--- config.mk ---
export PLATFORM = sky130hd
export DESIGN_NAME = ex_issue_scheduler
export DESIGN_NICKNAME = d
export VERILOG_FILES = /design/src/rtl/ex_issue_scheduler.sv
export SDC_FILE = /design/constraint.sdc
export NUM_CORES = 1
export LEC_CHECK = 0
export BUFFER_PORTS_ARGS = -buffer_cell sky130_fd_sc_hd__clkbuf_2
export CORE_AREA = 2 2 90 92
export CTS_CLUSTER_DIAMETER = 80
export CTS_CLUSTER_SIZE = 20
export DETAILED_ROUTE_END_ITERATION = 16
export DIE_AREA = 0 0 92 94
export GPL_TIMING_DRIVEN = 0
export SYNTH_ARGS = -nofsm -noshare
export SYNTH_HDL_FRONTEND = slang
export SYNTH_SLANG_ARGS = --single-unit
--- constraint.sdc ---
create_clock -name clock_i -period 4.8 [get_ports clock_i]
set_input_delay 0.48 -clock clock_i [delete_from_list [all_inputs] [get_ports clock_i]]
set_output_delay 0.48 -clock clock_i [all_outputs]
set_load 0.02 [all_outputs]
--- src/rtl/ex_issue_scheduler.sv ---
// Issue scheduler for the single execute lane (ALU/branch, pipelined multiplier, load port).
// Latency: grant is combinational from req/state (zero cycles); rr_ptr and wb_busy update on clock.
// Backpressure: ic_stall freezes issue and state; squash kills issue and clears state next edge.
//
// Ports:
//   clock_i, reset_i      clock, asynchronous active-high reset
//   req_valid_i           per-entry ready-to-issue
//   req_fu_i              per-entry FU class at [2i+1:2i]: 00 ALU, 01 MULT, 10 LOAD, 11 BRANCH
//   dmem_busy_i           load port unavailable this cycle
//   ic_stall_i, squash_i  downstream stall, mispredict flush
//   grant_valid_o/idx_o/fu_o   issued entry (idx/fu forced to 0 when no grant)
//   wb_busy_o             writeback reservation; bit k-1 = slot k cycles ahead claimed
// Optional: define EX_SCHED_STATS_EN to add saturating stat_stall_cycles_o / stat_wb_block_cycles_o.
module ex_issue_scheduler #(
    parameter int RS_SIZE  = 8,
    parameter int MULT_LAT = 4
) (
    input  logic                       clock_i,
    input  logic                       reset_i,
    input  logic [RS_SIZE-1:0]         req_valid_i,
    input  logic [2*RS_SIZE-1:0]       req_fu_i,
    input  logic                       dmem_busy_i,
    input  logic                       ic_stall_i,
    input  logic                       squash_i,
    output logic                       grant_valid_o,
    output logic [$clog2(RS_SIZE)-1:0] grant_idx_o,
    output logic [1:0]                 grant_fu_o,
    output logic [MULT_LAT-1:0]        wb_busy_o
`ifdef EX_SCHED_STATS_EN
    ,
    output logic [31:0]                stat_stall_cycles_o,
    output logic [31:0]                stat_wb_block_cycles_o
`endif
);
    localparam int IDXW = $clog2(RS_SIZE);

    localparam logic [1:0] FU_ALU  = 2'b00;
    localparam logic [1:0] FU_MULT = 2'b01;
    localparam logic [1:0] FU_LOAD = 2'b10;

    logic [IDXW-1:0]     rr_ptr_q, rr_ptr_d;
    logic [MULT_LAT-1:0] wb_busy_q, wb_busy_d;

    logic [RS_SIZE-1:0]  elig;
    logic                found;
    logic [IDXW-1:0]     sel;
    logic [IDXW-1:0]     cand;
    logic [1:0]          sel_fu;

    // Single-cycle ops write back at t+1, so they only need slot 0 free.
    // A multiply's slot t+MULT_LAT can never be claimed yet: nothing else
    // reserves that far ahead and only one op issues per cycle.
    always_comb begin
        for (int i = 0; i < RS_SIZE; i++) begin
            elig[i] = 1'b0;
            if (req_valid_i[i]) begin
                if (req_fu_i[2*i +: 2] == FU_MULT)
                    elig[i] = 1'b1;
                else if (req_fu_i[2*i +: 2] == FU_LOAD)
                    elig[i] = !wb_busy_q[0] && !dmem_busy_i;
                else
                    elig[i] = !wb_busy_q[0];
            end
        end
    end

    // Round-robin scan from rr_ptr; index wraps through the IDXW-bit add.
    always_comb begin
        found = 1'b0;
        sel   = '0;
        cand  = '0;
        for (int k = 0; k < RS_SIZE; k++) begin
            cand = rr_ptr_q + IDXW'(k);
            if (!found && elig[cand]) begin
                found = 1'b1;
                sel   = cand;
            end
        end
    end

    assign sel_fu = req_fu_i[{sel, 1'b0} +: 2];

    always_comb begin
        grant_valid_o = found && !ic_stall_i && !squash_i && !reset_i;
        grant_idx_o   = grant_valid_o ? sel    : '0;
        grant_fu_o    = grant_valid_o ? sel_fu : FU_ALU;
    end

    always_comb begin
        rr_ptr_d  = rr_ptr_q;
        wb_busy_d = wb_busy_q;
        if (squash_i) begin
            rr_ptr_d  = '0;
            wb_busy_d = '0;
        end else if (!ic_stall_i) begin
            wb_busy_d = wb_busy_q >> 1;
            if (grant_valid_o) begin
                rr_ptr_d = sel + IDXW'(1);
                // Claimed after the shift, so it lands MULT_LAT cycles out.
                if (sel_fu == FU_MULT)
                    wb_busy_d[MULT_LAT-2] = 1'b1;
            end
        end
    end

    always_ff @(posedge clock_i or posedge reset_i) begin
        if (reset_i) begin
            rr_ptr_q  <= '0;
            wb_busy_q <= '0;
        end else begin
            rr_ptr_q  <= rr_ptr_d;
            wb_busy_q <= wb_busy_d;
        end
    end

    assign wb_busy_o = wb_busy_q;

`ifdef EX_SCHED_STATS_EN
    logic        wb_block;
    logic [31:0] stat_stall_q, stat_wb_block_q;

    // An entry counts as wb-blocked only if slot 0 is the sole reason it waits.
    always_comb begin
        wb_block = 1'b0;
        for (int i = 0; i < RS_SIZE; i++) begin
            if (req_valid_i[i] && wb_busy_q[0] && req_fu_i[2*i +: 2] != FU_MULT &&
                (req_fu_i[2*i +: 2] != FU_LOAD || !dmem_busy_i))
                wb_block = 1'b1;
        end
    end

    always_ff @(posedge clock_i or posedge reset_i) begin
        if (reset_i) begin
            stat_stall_q    <= '0;
            stat_wb_block_q <= '0;
        end else begin
            if (|req_valid_i && !grant_valid_o && !ic_stall_i && !squash_i &&
                stat_stall_q != 32'hFFFF_FFFF)
                stat_stall_q <= stat_stall_q + 32'd1;
            if (wb_block && stat_wb_block_q != 32'hFFFF_FFFF)
                stat_wb_block_q <= stat_wb_block_q + 32'd1;
        end
    end

    assign stat_stall_cycles_o    = stat_stall_q;
    assign stat_wb_block_cycles_o = stat_wb_block_q;
`endif

endmodule
# --- Word-level counts from Yosys, hierarchy flattened ---
# Index checks and enable logic that the tools add are counted.
word_totals:
  register_bits: 7
  word_cells: 127
  output_inout_bits: 10
classes:
  n_addsub: 8
  shift: 1
  magnitude_cmp: 8
  eq_ne: 18
  reduce_logical: 25
  muxes: 65
op_table:
  columns: ["operator", "n"]
  rows:
  - ["two-way mux 1 bit", 42]
  - ["two-way mux 3 bit", 12]
  - ["< comparator 3 x 4 -> 1 bit, second input constant", 8]
  - ["binary-select mux 1 bit (select 3 bit)", 8]
  - ["equality test 2 x 1 -> 1 bit, second input constant", 9]
  - ["equality test 2 bit, second input constant", 8]
  - ["indexed part select 16 x 5 -> 2 bit", 1]
  - ["adder 3 bit, second input constant", 4]
  - ["logical NOT 1 bit", 12]
  - ["logical AND 1 bit", 11]
  - ["two-way mux 4 bit", 2]
  - ["adder 3 x 1 -> 3 bit, second input constant", 2]
  - ["adder 3 x 2 -> 3 bit, second input constant", 2]
  - ["two-way mux 2 bit", 1]
  - ["inequality test 2 x 1 -> 1 bit, second input constant", 1]
  - ["AND reduction 2 bit", 1]
  - ["nonzero test 2 bit", 1]

# --- Logic depth before layout (Yosys ltp) ---
logic_depth:
  word_depth: 35
  mapped_depth: 15
  ltp_nobuf: 13

# --- Worst setup path after synthesis ---
# OpenSTA, ideal clock, no wires.
synth_path:
  path_type: "register to output"
  from: "reg rr_ptr_q[0]"
  to: "out grant_fu_o[1]"
  arrival_time_ns: 3.519
  path_stages_with_launch: 16
  required_time_ns: 4.320
  path_buffers: 3
  path_slack_ns: 0.801
  cell_sequence: "dfrtp_1 > clkbuf_8 > clkinv_1 > ha_1 > buf_2 > mux2i_1 > o22ai_1 > o311ai_0 > a21oi_4 > a41oi_1 > o22ai_1 > buf_6 > mux2i_1 > a22oi_1 > and3_1 > and2_1"
synth_between:
  elab_chain_cells: 28
  word_cells_on_any_way: 58
  cone_classes: "7 x add/sub; 1 x shift; 33 x mux; 17 x reduce/logical"
synth_lines:
  columns: ["item", "line_no", "source"]
  rows:
  - ["start, declared", "41", "logic [IDXW-1:0] rr_ptr_q, rr_ptr_d;"]
  - ["start signal, assigned", "111", "rr_ptr_q <= rr_ptr_d;"]
  - ["parallel branches: the longest is 27 deep, another holds adder 3 x 1 -> 3 bit", null, null]
  - ["two-way mux 2 bit (*)", "86", "grant_fu_o = grant_valid_o ? sel_fu : FU_ALU;"]
  - ["end, declared", "27", "output logic [1:0] grant_fu_o,"]
# Every way passes the cells marked *. The select of a mux whose other input is x is not followed.

# --- Worst setup path after layout ---
# Ends and elaborated chain as after synthesis.

==> results_tabular.tex <==
\begin{tabular}{lr}
\hline
Metric & Value \\
\hline
\multicolumn{2}{l}{\textbf{Floorplanning}} \\
Boundary Pins & 39 \\
Standard cell core area & 7607 um2 \\
Site Rows & 32 \\
Starting density of the core & 24.56\% \\
Die span in y & 94 um \\
Die Footprint & 8648 um2 \\
Chip Width & 92 um \\
\multicolumn{2}{l}{\textbf{Pwr}} \\
Internal power summed over all cells & 0.8048 mW \\
Share of total power consumed by net switching & 51.94\% \\
Sequential share of power & 4.5\% \\
Switching power total & 0.8698 mW \\
Part of the total power dissipated in combinational logic & 91.1\% \\
Worst IR drop on VDD & 0.4570 mV \\
Power per standard cell area & 744.4 nW/um2 \\
Leak & 0.9157 nW \\
Part of the power in the clock network & 4.4\% \\
\multicolumn{2}{l}{\textbf{Placed design}} \\
Pre-CTS setup slack & 0.1143 ns \\
Post-detail-place hpwl & 4.533 mm \\
Number of cells in the design after placement & 346 \\
Count of port buffers added during placement & 36 \\
Routability Congestion & 0.8826 \\
\multicolumn{2}{l}{\textbf{CTS}} \\
Number of buffers created by CTS & 3 \\
CTS Hold Buffers Added & 0 \\
Latest clock arrival within the worst-skew pair & 0.22 ns \\
Root cell of the clock tree & sky130\_fd\_sc\_hd\_\_clkbuf\_8 \\
Number of setup buffers added after CTS & 0 \\
Clock slew at the register clock pins of the worst setup and hold paths & 0.04 ns \\
Max H-tree Level & 1 \\
Number of clock sinks seen by CTS & 6 \\
Maximum count of clock buffers along a single path & 2 \\
Clock tree from TritonCTS & built \\
\multicolumn{2}{l}{\textbf{Worst setup path}} \\
Worst setup path category & register to output pin \\
Critical path, cell by cell & clkbuf\_8, clkinvlp\_4, ha\_4, clkbuf\_4, mux2i\_1, mux4\_2, nor2\_2, nand4\_1, o22ai\_1, buf\_6, mux2i\_1, a22oi\_1, and3\_1, and2\_1, clkbuf\_2 \\
Data required time at the worst endpoint & 4.32 ns \\
Worst Setup End Kind & output pin \\
Buffer and inverter count on the worst path & 5 \\
Data arrival time of the worst path & 4.00 ns \\
Largest driver fanout on the critical path & 10 \\
Type of element launching the critical path & register \\
Slowest-stage cell, CP & sky130\_fd\_sc\_hd\_\_mux4\_2 \\
Family with the most delay on the worst path & buffers and inverters \\
Max stage delay on crit path & 0.56 ns \\
Cell type with the highest occurrence count on the critical path & sky130\_fd\_sc\_hd\_\_mux2i\_1 \\
\multicolumn{2}{l}{\textbf{Yosys}} \\
Dominant cells by area after synthesis & sky130\_fd\_sc\_hd\_\_mux2i\_1 16\%, sky130\_fd\_sc\_hd\_\_mux4\_2 13\%, sky130\_fd\_sc\_hd\_\_dfrtp\_1 8.0\% \\
Ys async rst share & 100.0\% \\
Area share of the largest cell type after synthesis & 15.54\% \\
Ys Warns & 0 \\
Number of distinct library cells after synthesis & 58 \\
Fraction of the yosys area taken by sequential cells & 8.038\% \\
Post-Syn Instances & 208 \\
Average cell area after synthesis & 8.981 um2 \\
Post-synthesis cell type with the largest combined area & sky130\_fd\_sc\_hd\_\_mux2i\_1 \\
Post-synth design cell area & 1868 um2 \\
Nets in the synthesized netlist & 240 \\
Main flop type after synthesis & sky130\_fd\_sc\_hd\_\_dfrtp\_1 \\
EDFF count, synth & 0 \\
Flip-flop and latch count after synthesis & 6 \\
\multicolumn{2}{l}{\textbf{Hold path}} \\
Hold Path Class & input pin to async pin \\
\multicolumn{2}{l}{\textbf{STA}} \\
Setup TNS & 0 ns \\
Timing-limited maximum frequency & 223.2 MHz \\
Max Slew Vio Count & 0 \\
Fin Hold WS & 0.1703 ns \\
Final Cycle Share & 93.34\% \\
Final hold violations & 0 \\
Least setup slack across all paths after layout & 0.3198 ns \\
Setup violation total in the final timing report & 0 \\
Clk\_skew & 0.002185 ns \\
Minimum clock period after layout & 4.480 ns \\
RSZ-0062 raised after global routing & no \\
Transition at the pin with the smallest max-transition slack & 0.6681 ns \\
Slew headroom & 55.27\% \\
\multicolumn{2}{l}{\textbf{Final layout}} \\
Inserted Diodes & 0 \\
Layout Nets & 281 \\
Fraction of layout instances using a drive strength above 1 & 33.60\% \\
Most common cell after layout, fill and taps aside & sky130\_fd\_sc\_hd\_\_clkbuf\_2 \\
Number of standard cells in the layout, taps in and fillers out & 349 \\
Signed area change from the synthesized netlist to the final layout & 20.43\% \\
Most frequent cells in the layout & 36 x sky130\_fd\_sc\_hd\_\_clkbuf\_2, 29 x sky130\_fd\_sc\_hd\_\_mux2i\_1, 16 x sky130\_fd\_sc\_hd\_\_nor2\_1, 14 x sky130\_fd\_sc\_hd\_\_nand2\_1, 13 x sky130\_fd\_sc\_hd\_\_o211ai\_1 \\
\multicolumn{2}{l}{\textbf{Route}} \\
Detailed Route Iter0 Violations & 97 \\
Post-Route WL & 5.649 mm \\
Vias post-DR & 1909 \\
Post-detailed-route via-to-cell ratio & 5.470 \\
Remaining number of nets flagged by the antenna check after routing & 0 \\
Routed wire per std cell & 16.19 um \\
Number of iterations in the first detailed-routing pass & 4 \\
Total DRC errors in the routed layout & 0 \\
\multicolumn{2}{l}{\textbf{Global routing}} \\
GRT Resource Usage Total & 13.13\% \\
Vias in the first global route & 1891 \\
Total grt overflow & 0 \\
Number of antenna violations at the first check in global routing & 0 \\
Pin count of the biggest net entering global routing & 11 \\
Wire length of the first global-routing pass & 9.190 mm \\
\multicolumn{2}{l}{\textbf{Flow run}} \\
Max cap viols & 0 \\
\multicolumn{2}{l}{\textbf{Outcome}} \\
Run status & complete, no violations \\
\hline
\end{tabular}
==> metrics by stage <==
| stage | util, % | power [mW] | cell area (um2) |
|---|---|---|---|
| 6_report | 29.57 | 1.675 | 2250 |
| 3_5_place_dp | 28.60 | 1.545 | 2176 |
| 3_3_place_gp | 28.60 | 1.531 | 2176 |
| 5_1_grt | 29.57 | 1.820 | 2250 |
| 4_1_cts | 29.14 | 1.627 | 2217 |
| 2_1_floorplan | - | 1.264 | 1868 |
==> cell type report <==
| class | count | area, um2 |
|---|---|---|
| inverters | 12 | 48.80 |
| multi-input cells | 178 | 1570 |
| well taps | 102 | 127.6 |
| fillers | 830 | 5358 |
| plain buffers | 12 | 131.4 |
| clock buffers | 3 | 41.29 |
| flip-flops and latches | 6 | 150.1 |
| repair buffers | 36 | 180.2 |
==> repair_timing <==
action	4_1_cts	5_1_grt
gates resized for setup	1	5
setup endpoints to repair	1	2
endpoints found under the hold margin	0	0
==> routing by layer <==
layer,up-vias,wire (um),GRT usage (%)
met4,0,127,4.478
met2,81,2838,23.10
met5,-,0,0
met3,10,304,1.525
met1,914,2378,16.66
li1,904,-,-
==> power by group through the flow <==
stage	sequential, mW	clock, mW	combinational [mW]
3_3_place_gp	0.0756	0	1.46
5_1_grt	0.0782	0.0791	1.66
2_1_floorplan	0.0805	0	1.18
4_1_cts	0.0755	0.0751	1.48
6_report	0.0751	0.0741	1.53
3_5_place_dp	0.0761	0	1.47
==> flip-flops by register name, summed over array words and instances, names as in the netlist <==
name,cells
rr_ptr_q,3
wb_busy_o,3
==> logic make-up after synthesis <==
logic type / Yosys count / share of synthesized area [%]
AOI/OAI and AO/OA: 57 / 25.25
DFF: 6 / 8.037
xor gates and xnor gates: 5 / 2.747
other: 1 / 0.2007
buffers and inverters: 24 / 9.310
and+or+nand+nor: 69 / 19.83
adders and majority gates: 3 / 2.010
muxes: 43 / 32.62
==> worst reg2reg max path: cells and delay by family (launching register included) <==
family	cells	cell delay (ns)
adder cells (fa/ha/maj)	1	0.37
flip-flops	1	0.35
multiplexers	3	0.98
buffers and inverters	4	0.88
AND/OR/NAND/NOR	3	0.55
AO/OA/AOI/OAI	3	0.47
==> path summary, 6_finish.rpt <==
check	slack, ns	from	to	cells past startpoint
max	0.32	rr_ptr_q[0]$_DFFE_PP0P_	grant_fu_o[1]	15
min	0.17	reset_i	rr_ptr_q[2]$_DFFE_PP0P_	2
max reg2reg	1.13	rr_ptr_q[0]$_DFFE_PP0P_	wb_busy_o[2]$_DFFE_PP0P_	14
min reg2reg	0.54	wb_busy_o[1]$_DFFE_PP0P_	wb_busy_o[0]$_DFFE_PP0P_	2
max in group asynchronous	4.44	reset_i	wb_busy_o[0]$_DFFE_PP0P_	2
min in group clock_i	0.51	squash_i	wb_busy_o[0]$_DFFE_PP0P_	2
==> cells in the mapped netlist (2+ instances only) <==
library cell	n
sky130_fd_sc_hd__o211a_1	8
sky130_fd_sc_hd__nand4_1	4
sky130_fd_sc_hd__mux2i_4	2
sky130_fd_sc_hd__ha_1	3
sky130_fd_sc_hd__nor3_1	3
sky130_fd_sc_hd__nor2b_1	8
sky130_fd_sc_hd__o2111ai_1	4
sky130_fd_sc_hd__or2b_2	2
sky130_fd_sc_hd__nand3b_1	8
sky130_fd_sc_hd__clkbuf_8	4
sky130_fd_sc_hd__o21ai_1	2
sky130_fd_sc_hd__nor2_1	16
sky130_fd_sc_hd__o211ai_1	13
sky130_fd_sc_hd__o22ai_1	4
sky130_fd_sc_hd__nand3_1	5
sky130_fd_sc_hd__mux4_2	11
sky130_fd_sc_hd__xor2_1	3
sky130_fd_sc_hd__inv_1	9
sky130_fd_sc_hd__nand2_1	14
sky130_fd_sc_hd__inv_2	2
sky130_fd_sc_hd__buf_6	5
sky130_fd_sc_hd__dfrtp_1	6
sky130_fd_sc_hd__mux2i_1	29
sky130_fd_sc_hd__o31ai_1	5
sky130_fd_sc_hd__o21ai_0	4
sky130_fd_sc_hd__buf_2	2
Power figures use the tool's default switching activity.
